### config.mk
export PLATFORM = sky130hd
export DESIGN_NAME = tone_sequencer
export DESIGN_NICKNAME = d
export VERILOG_FILES = /design/src/rtl/tone_sequencer.sv
export SDC_FILE = /design/constraint.sdc
export NUM_CORES = 1
export LEC_CHECK = 0
export BUFFER_PORTS_ARGS = -buffer_cell sky130_fd_sc_hd__buf_2
export CORE_UTILIZATION = 55
export CTS_CLUSTER_SIZE = 16
export DETAILED_ROUTE_END_ITERATION = 7
export GPL_TIMING_DRIVEN = 1
export HOLD_SLACK_MARGIN = 0.03
export PLACE_DENSITY_LB_ADDON = 0.15
export SETUP_SLACK_MARGIN = 0.02
export SKIP_LAST_GASP = 1
export SLEW_MARGIN = 15
export SYNTH_ARGS = -nofsm -noshare
export SYNTH_HDL_FRONTEND = slang
export SYNTH_SLANG_ARGS = --single-unit
### constraint.sdc
create_clock -name iCLK -period 5.75 [get_ports iCLK]
set_input_delay 0 -clock iCLK [delete_from_list [all_inputs] [get_ports iCLK]]
set_output_delay 0 -clock iCLK [all_outputs]
set_load 0.005 [all_outputs]
### src/rtl/tone_sequencer.sv
// Step-table tone player: each table entry gives a duration in unit ticks and a
// square-wave half-period. Optional TONE_SEQUENCER_LOOP_EN makes playback repeat.
module tone_sequencer #(
   parameter int unsigned ADDR_W   = 3,
   parameter int unsigned DUR_W    = 4,
   parameter int unsigned HALF_W   = 21,
   parameter int unsigned TICK_DIV = 6_250_000,
   parameter int unsigned TICK_W   = 23
) (
   input  logic              iCLK,
   input  logic              iRST,
   input  logic              iSTART,
   input  logic              iSTOP,
   input  logic              iWE,
   input  logic [ADDR_W-1:0] iWADDR,
   input  logic [DUR_W-1:0]  iWDUR,
   input  logic [HALF_W-1:0] iWHALF,
   output logic              oSOUND,
   output logic              oBUSY,
   output logic [ADDR_W-1:0] oSTEP,
   output logic              oDONE
);
   localparam int unsigned STEPS = 2 ** ADDR_W;

   typedef enum logic {IDLE, PLAY} state_t;

   state_t            state, stateNxt;
   logic [DUR_W-1:0]  durTab  [STEPS];
   logic [HALF_W-1:0] halfTab [STEPS];
   logic [TICK_W-1:0] tickCnt, tickNxt;
   logic [DUR_W-1:0]  durCnt, durNxt;
   logic [HALF_W-1:0] halfCnt, halfNxt;
   logic [ADDR_W-1:0] stepR, stepNxt;
   logic              sound, soundNxt;
   logic              done, doneNxt;

   logic [DUR_W-1:0]  curDur, nextDur;
   logic [HALF_W-1:0] curHalf;
   logic              tickWrap, stepDone, lastStep, emptyEntry, seqEnd, halfWrap;

   assign curDur   = durTab[stepR];
   assign curHalf  = halfTab[stepR];
   assign nextDur  = durTab[stepR + ADDR_W'(1)];
   assign lastStep = &stepR;
   assign tickWrap = (tickCnt == TICK_W'(TICK_DIV - 1));
   // Compared one bit wider so a duration shortened mid-step still ends at the next tick.
   assign stepDone   = tickWrap && (({1'b0, durCnt} + {{DUR_W{1'b0}}, 1'b1}) >= {1'b0, curDur});
   assign halfWrap   = (({1'b0, halfCnt} + {{HALF_W{1'b0}}, 1'b1}) >= {1'b0, curHalf});
   assign emptyEntry = (curDur == '0) && (tickCnt == '0) && (durCnt == '0);
   assign seqEnd     = lastStep || (nextDur == '0);

   always_comb begin
      stateNxt = state;
      tickNxt  = '0;
      durNxt   = '0;
      halfNxt  = '0;
      stepNxt  = '0;
      soundNxt = 1'b0;
      doneNxt  = 1'b0;
      case (state)
         IDLE: begin
            if (iSTART && !iSTOP) stateNxt = PLAY;
         end
         PLAY: begin
            if (iSTOP) begin
               stateNxt = IDLE;
            end else if (emptyEntry) begin
               stateNxt = IDLE;
               doneNxt  = 1'b1;
            end else if (stepDone) begin
               if (seqEnd) begin
`ifdef TONE_SEQUENCER_LOOP_EN
                  stepNxt = '0;
`else
                  stateNxt = IDLE;
                  doneNxt  = 1'b1;
`endif
               end else begin
                  stepNxt = stepR + ADDR_W'(1);
               end
            end else begin
               stepNxt = stepR;
               tickNxt = tickWrap ? '0 : tickCnt + TICK_W'(1);
               durNxt  = tickWrap ? durCnt + DUR_W'(1) : durCnt;
               if (curHalf != '0) begin
                  if (halfWrap) begin
                     soundNxt = ~sound;
                  end else begin
                     halfNxt  = halfCnt + HALF_W'(1);
                     soundNxt = sound;
                  end
               end
            end
         end
         default: stateNxt = IDLE;
      endcase
   end

   always_ff @(posedge iCLK) begin
      if (iRST) begin
         state   <= IDLE;
         tickCnt <= '0;
         durCnt  <= '0;
         halfCnt <= '0;
         stepR   <= '0;
         sound   <= 1'b0;
         done    <= 1'b0;
         for (int unsigned i = 0; i < STEPS; i++) begin
            durTab[i]  <= '0;
            halfTab[i] <= '0;
         end
      end else begin
         state   <= stateNxt;
         tickCnt <= tickNxt;
         durCnt  <= durNxt;
         halfCnt <= halfNxt;
         stepR   <= stepNxt;
         sound   <= soundNxt;
         done    <= doneNxt;
         if (iWE) begin
            durTab[iWADDR]  <= iWDUR;
            halfTab[iWADDR] <= iWHALF;
         end
      end
   end

   assign oSOUND = sound;
   assign oBUSY  = (state == PLAY);
   assign oSTEP  = stepR;
   assign oDONE  = done;
endmodule

==> parameters.txt <==
Parameter                              Value

Outcome
  Result of the run ... complete, no violations

Logic synthesis
  Leading cell type by number of instances after synthesis ... sky130_fd_sc_hd__and2_1
  Leading cell types by total area after synthesis ... sky130_fd_sc_hd__edfxtp_1 (47%), sky130_fd_sc_hd__and2_1 (9.8%), sky130_fd_sc_hd__dfxtp_1 (8.9%), sky130_fd_sc_hd__mux4_2 (5.1%), sky130_fd_sc_hd__mux4_1 (3.5%)
  Synth warnings ... 0
  Dominant synthesized flop cell ... sky130_fd_sc_hd__edfxtp_1
  Post-Synthesis Net Count ... 1,059
  Proportion of netlist area held by the largest area contributor ... 46.7%
  Number of enable flip-flop cells after synthesis ... 200
  Part of the Yosys area used for sequential elements ... 55.6%
  Most area-hungry cell type in the Yosys netlist ... sky130_fd_sc_hd__edfxtp_1
  Average cell area after synthesis ... 12.9 um^2
  Gate Count Post-Synth ... 994
  Synthesis-stage register bit count ... 257
  Number of different library cells in the post-synthesis netlist ... 58
  Post-Syn Area ... 12,900 um^2
  Async SR Flop Fraction ... 0%
  List of most frequent post-synthesis cells ... sky130_fd_sc_hd__and2_1 (201), sky130_fd_sc_hd__edfxtp_1 (200), sky130_fd_sc_hd__nor2_1 (65)

Clock tree
  Post-cts resize count ... 0
  Buffer cell driving the clock tree root ... sky130_fd_sc_hd__clkbuf_16
  TritonCTS Sinks ... 257
  Clock transition at the registers of the reported paths ... 0.07 ns
  Number of buffers inserted by hold repair at cts ... 29
  Clock buffers created by TritonCTS ... 27
  # H-tree levels ... 1
  Post-CTS setup-driven buffer insertion count ... 0
  CTS tree ... done
  Clock network latency to the later pin of the worst-skew pair ... 0.56 ns
  Number of buffers between clock root and the deepest sink ... 3

Pwr
  Sw power ... 0.901 mW
  Part of the total power dissipated in sequential elements ... 52.4%
  Ratio of total power to cell area ... 282 nW/um^2
  Part of the total power dissipated in the clock network ... 42.6%
  Comb pwr share ... 5.1%
  Static Leakage ... 5.06 nW
  IR drop worst, VDD ... 0.281 mV
  Cell internal power dissipation ... 3.17 mW
  Proportion of total power due to net switching ... 22.1%

Worst setup path
  Worst endpoint data arrival time ... 4.52 ns
  Setup slack, reg-to-reg ... 1.65 ns
  Maximum fanout along the worst path ... 61
  Category of the worst setup path launch point ... flop
  Worst Path Required ... 6.17 ns
  Critical path class ... reg2reg
  Endpoint kind of the worst setup timing path ... flop

GRT
  Vias in the first global route ... 8,090
  GR Overflow Total ... 0
  Antenna violations before repair ... 0
  Largest net degree at the start of global routing ... 62
  Overall track demand over capacity in global routing ... 25.2%
  First-pass GRT wire length ... 45,600 um

STA
  Slew Limit Headroom ... 30.3%
  Final slew viol count ... 0
  Final count of hold timing violations ... 0
  Slew of the pin with the lowest slew margin ... 1.04 ns
  RSZ-0062 raised after global routing ... false
  Number of setup violations in the final report ... 0
  Final setup TNS ... 0 ns
  Max frequency ... 244 MHz
  Clock period minus final worst setup slack ... 4.10 ns
  Period Utilization, post-route ... 71.2%
  Clock skew ... 0.0271 ns
  Final hold slack ... 0.245 ns

Placed design
  Routability congestion estimate from global placement ... 0.909
  Placed instance count ... 1,310
  Number of port buffers ... 38
  Placed cell areas ... 13,300 um^2
  Half-perimeter wire length after placement ... 17,800 um

Min path
  Hold crit path type ... in2reg

Detailed routing
  Detail Route Antenna Nets ... 0
  Total number of vias ... 8,138
  Initial DRC Count ... 597
  Total wire length after detailed routing ... 29,600 um
  Detailed Routing Iterations Pass 1 ... 5
  Average wire length per cell after detail routing ... 21.3 um
  Remaining routing DRC violations ... 0
  Drt via density ... 5.86

Finish
  Final cell count without fillers ... 1,389
  Fraction of layout cells with a size suffix above 1 ... 15.6%
  Area added between synthesis and finish ... 12.4%
  Number of diodes added for antenna fixing ... 0
  Nets@finish ... 1,120
  Final design area excluding fillers ... 14,500 um^2
  Fillers ... 1,718

Floorplanning
  DIE AREA ... 24,000 um^2
  Width of the chip ... 155 um
  Initial cell density of the core ... 56.5%
  Die H ... 155 um
  IO Count ... 39
  CORE AREA ... 22,800 um^2
  Std-Cell Rows ... 55

Run
  Total of max-cap violations ... 0
==> critical path, stage by stage, from the launching register on <==
cell	delay, ns
sky130_fd_sc_hd__dfxtp_4	0.87
sky130_fd_sc_hd__buf_4	0.46
sky130_fd_sc_hd__mux2i_1	0.15
sky130_fd_sc_hd__mux4_2	0.48
sky130_fd_sc_hd__ha_1	0.32
sky130_fd_sc_hd__nand4_1	0.13
sky130_fd_sc_hd__nor4_1	0.10
sky130_fd_sc_hd__a221o_1	0.32
sky130_fd_sc_hd__nor2_1	0.37
sky130_fd_sc_hd__o211ai_1	0.15
sky130_fd_sc_hd__buf_4	0.23
sky130_fd_sc_hd__nor4b_1	0.31
==> state kept, by name, summed over array words and instances (netlist names), named ones only <==
| name | count |
|---|---|
| oSTEP | 3 |
| halfCnt | 21 |
| durCnt | 4 |
| oDONE | 1 |
| durTab | 32 |
| oSOUND | 1 |
| halfTab | 168 |
| oBUSY | 1 |
| tickCnt | 23 |
==> through the flow <==
| step | power, mW | setup WS (ns) | util [%] |
|---|---|---|---|
| after floorplan | 2.26 | 1.95 | - |
| after global placement | 2.35 | 1.93 | 58.3 |
| after detailed placement | 2.36 | 1.80 | 58.3 |
| after CTS | 4.09 | 1.70 | 63.5 |
| after global routing | 4.18 | 1.36 | 63.5 |
| final | 4.07 | 1.65 | 63.5 |
==> cell type report <==
class                      count  area [um^2]  area share, %
timing repair buffer          81          586           4.05
inverter                      15         56.3          0.390
clock inverter                17          149           1.03
clock buffer                  33          728           5.04
multi-input combinational    673         5390           37.3
sequential                   257         7160           49.5
tap                          313          392           2.71
==> kinds of logic (layout without fill, tap and decap cells) <==
| kind of cell | count (synthesis) | count (layout) | share of synthesized area [%] |
|---|---|---|---|
| AOI/OAI and AO/OA | 67 | 67 | 3.55 |
| xor gates and xnor gates | 44 | 44 | 3.00 |
| adders and majority gates | 32 | 32 | 3.11 |
| buffers and inverters | 64 | 146 | 2.75 |
| DFF | 257 | 257 | 55.6 |
| muxes | 86 | 86 | 11.8 |
| and+or+nand+nor | 444 | 444 | 20.2 |
==> final timing paths <==
check,startpoint,endpoint,depth (start not counted)
setup / recovery,flop,halfCnt[5],11
hold / removal,iWADDR[0],durTab[2][2],4
setup reg to reg,flop,halfCnt[5],11
hold reg to reg,tickCnt[0],tickCnt[0],1
==> power groups by stage <==
| stage | sequential, mW | clock (mW) | combinational, mW |
|---|---|---|---|
| 3_5_place_dp | 2.17 | 0 | 0.190 |
| 6_report | 2.13 | 1.73 | 0.206 |
| 5_1_grt | 2.14 | 1.81 | 0.223 |
| 3_3_place_gp | 2.17 | 0 | 0.187 |
| 4_1_cts | 2.13 | 1.75 | 0.206 |
| 2_1_floorplan | 2.15 | 0 | 0.112 |
==> routing by layer <==
layer	part of all wire, %	global-route usage (%)	vias to the layer above
met1	46	36.4	4021
met5	0	0	-
met4	2.2	6.51	0
met2	46	40.5	236
met3	5.5	3.31	53
li1	-	-	3828
==> cell usage in the layout (no fill, tap or decap), drive strengths merged, types with 20 or more instances in the layout <==
master	netlist	layout
xor2	26	26
clkbuf	28	33
nor4	20	20
nor3	36	36
nor2	65	65
dfxtp	57	57
buf	21	52
dlygate4sd3	0	29
nand3	23	23
nand2	24	24
and2	201	201
mux4	46	46
mux2i	27	27
ha	32	32
edfxtp	200	200
(Power assumes the default switching activity.)
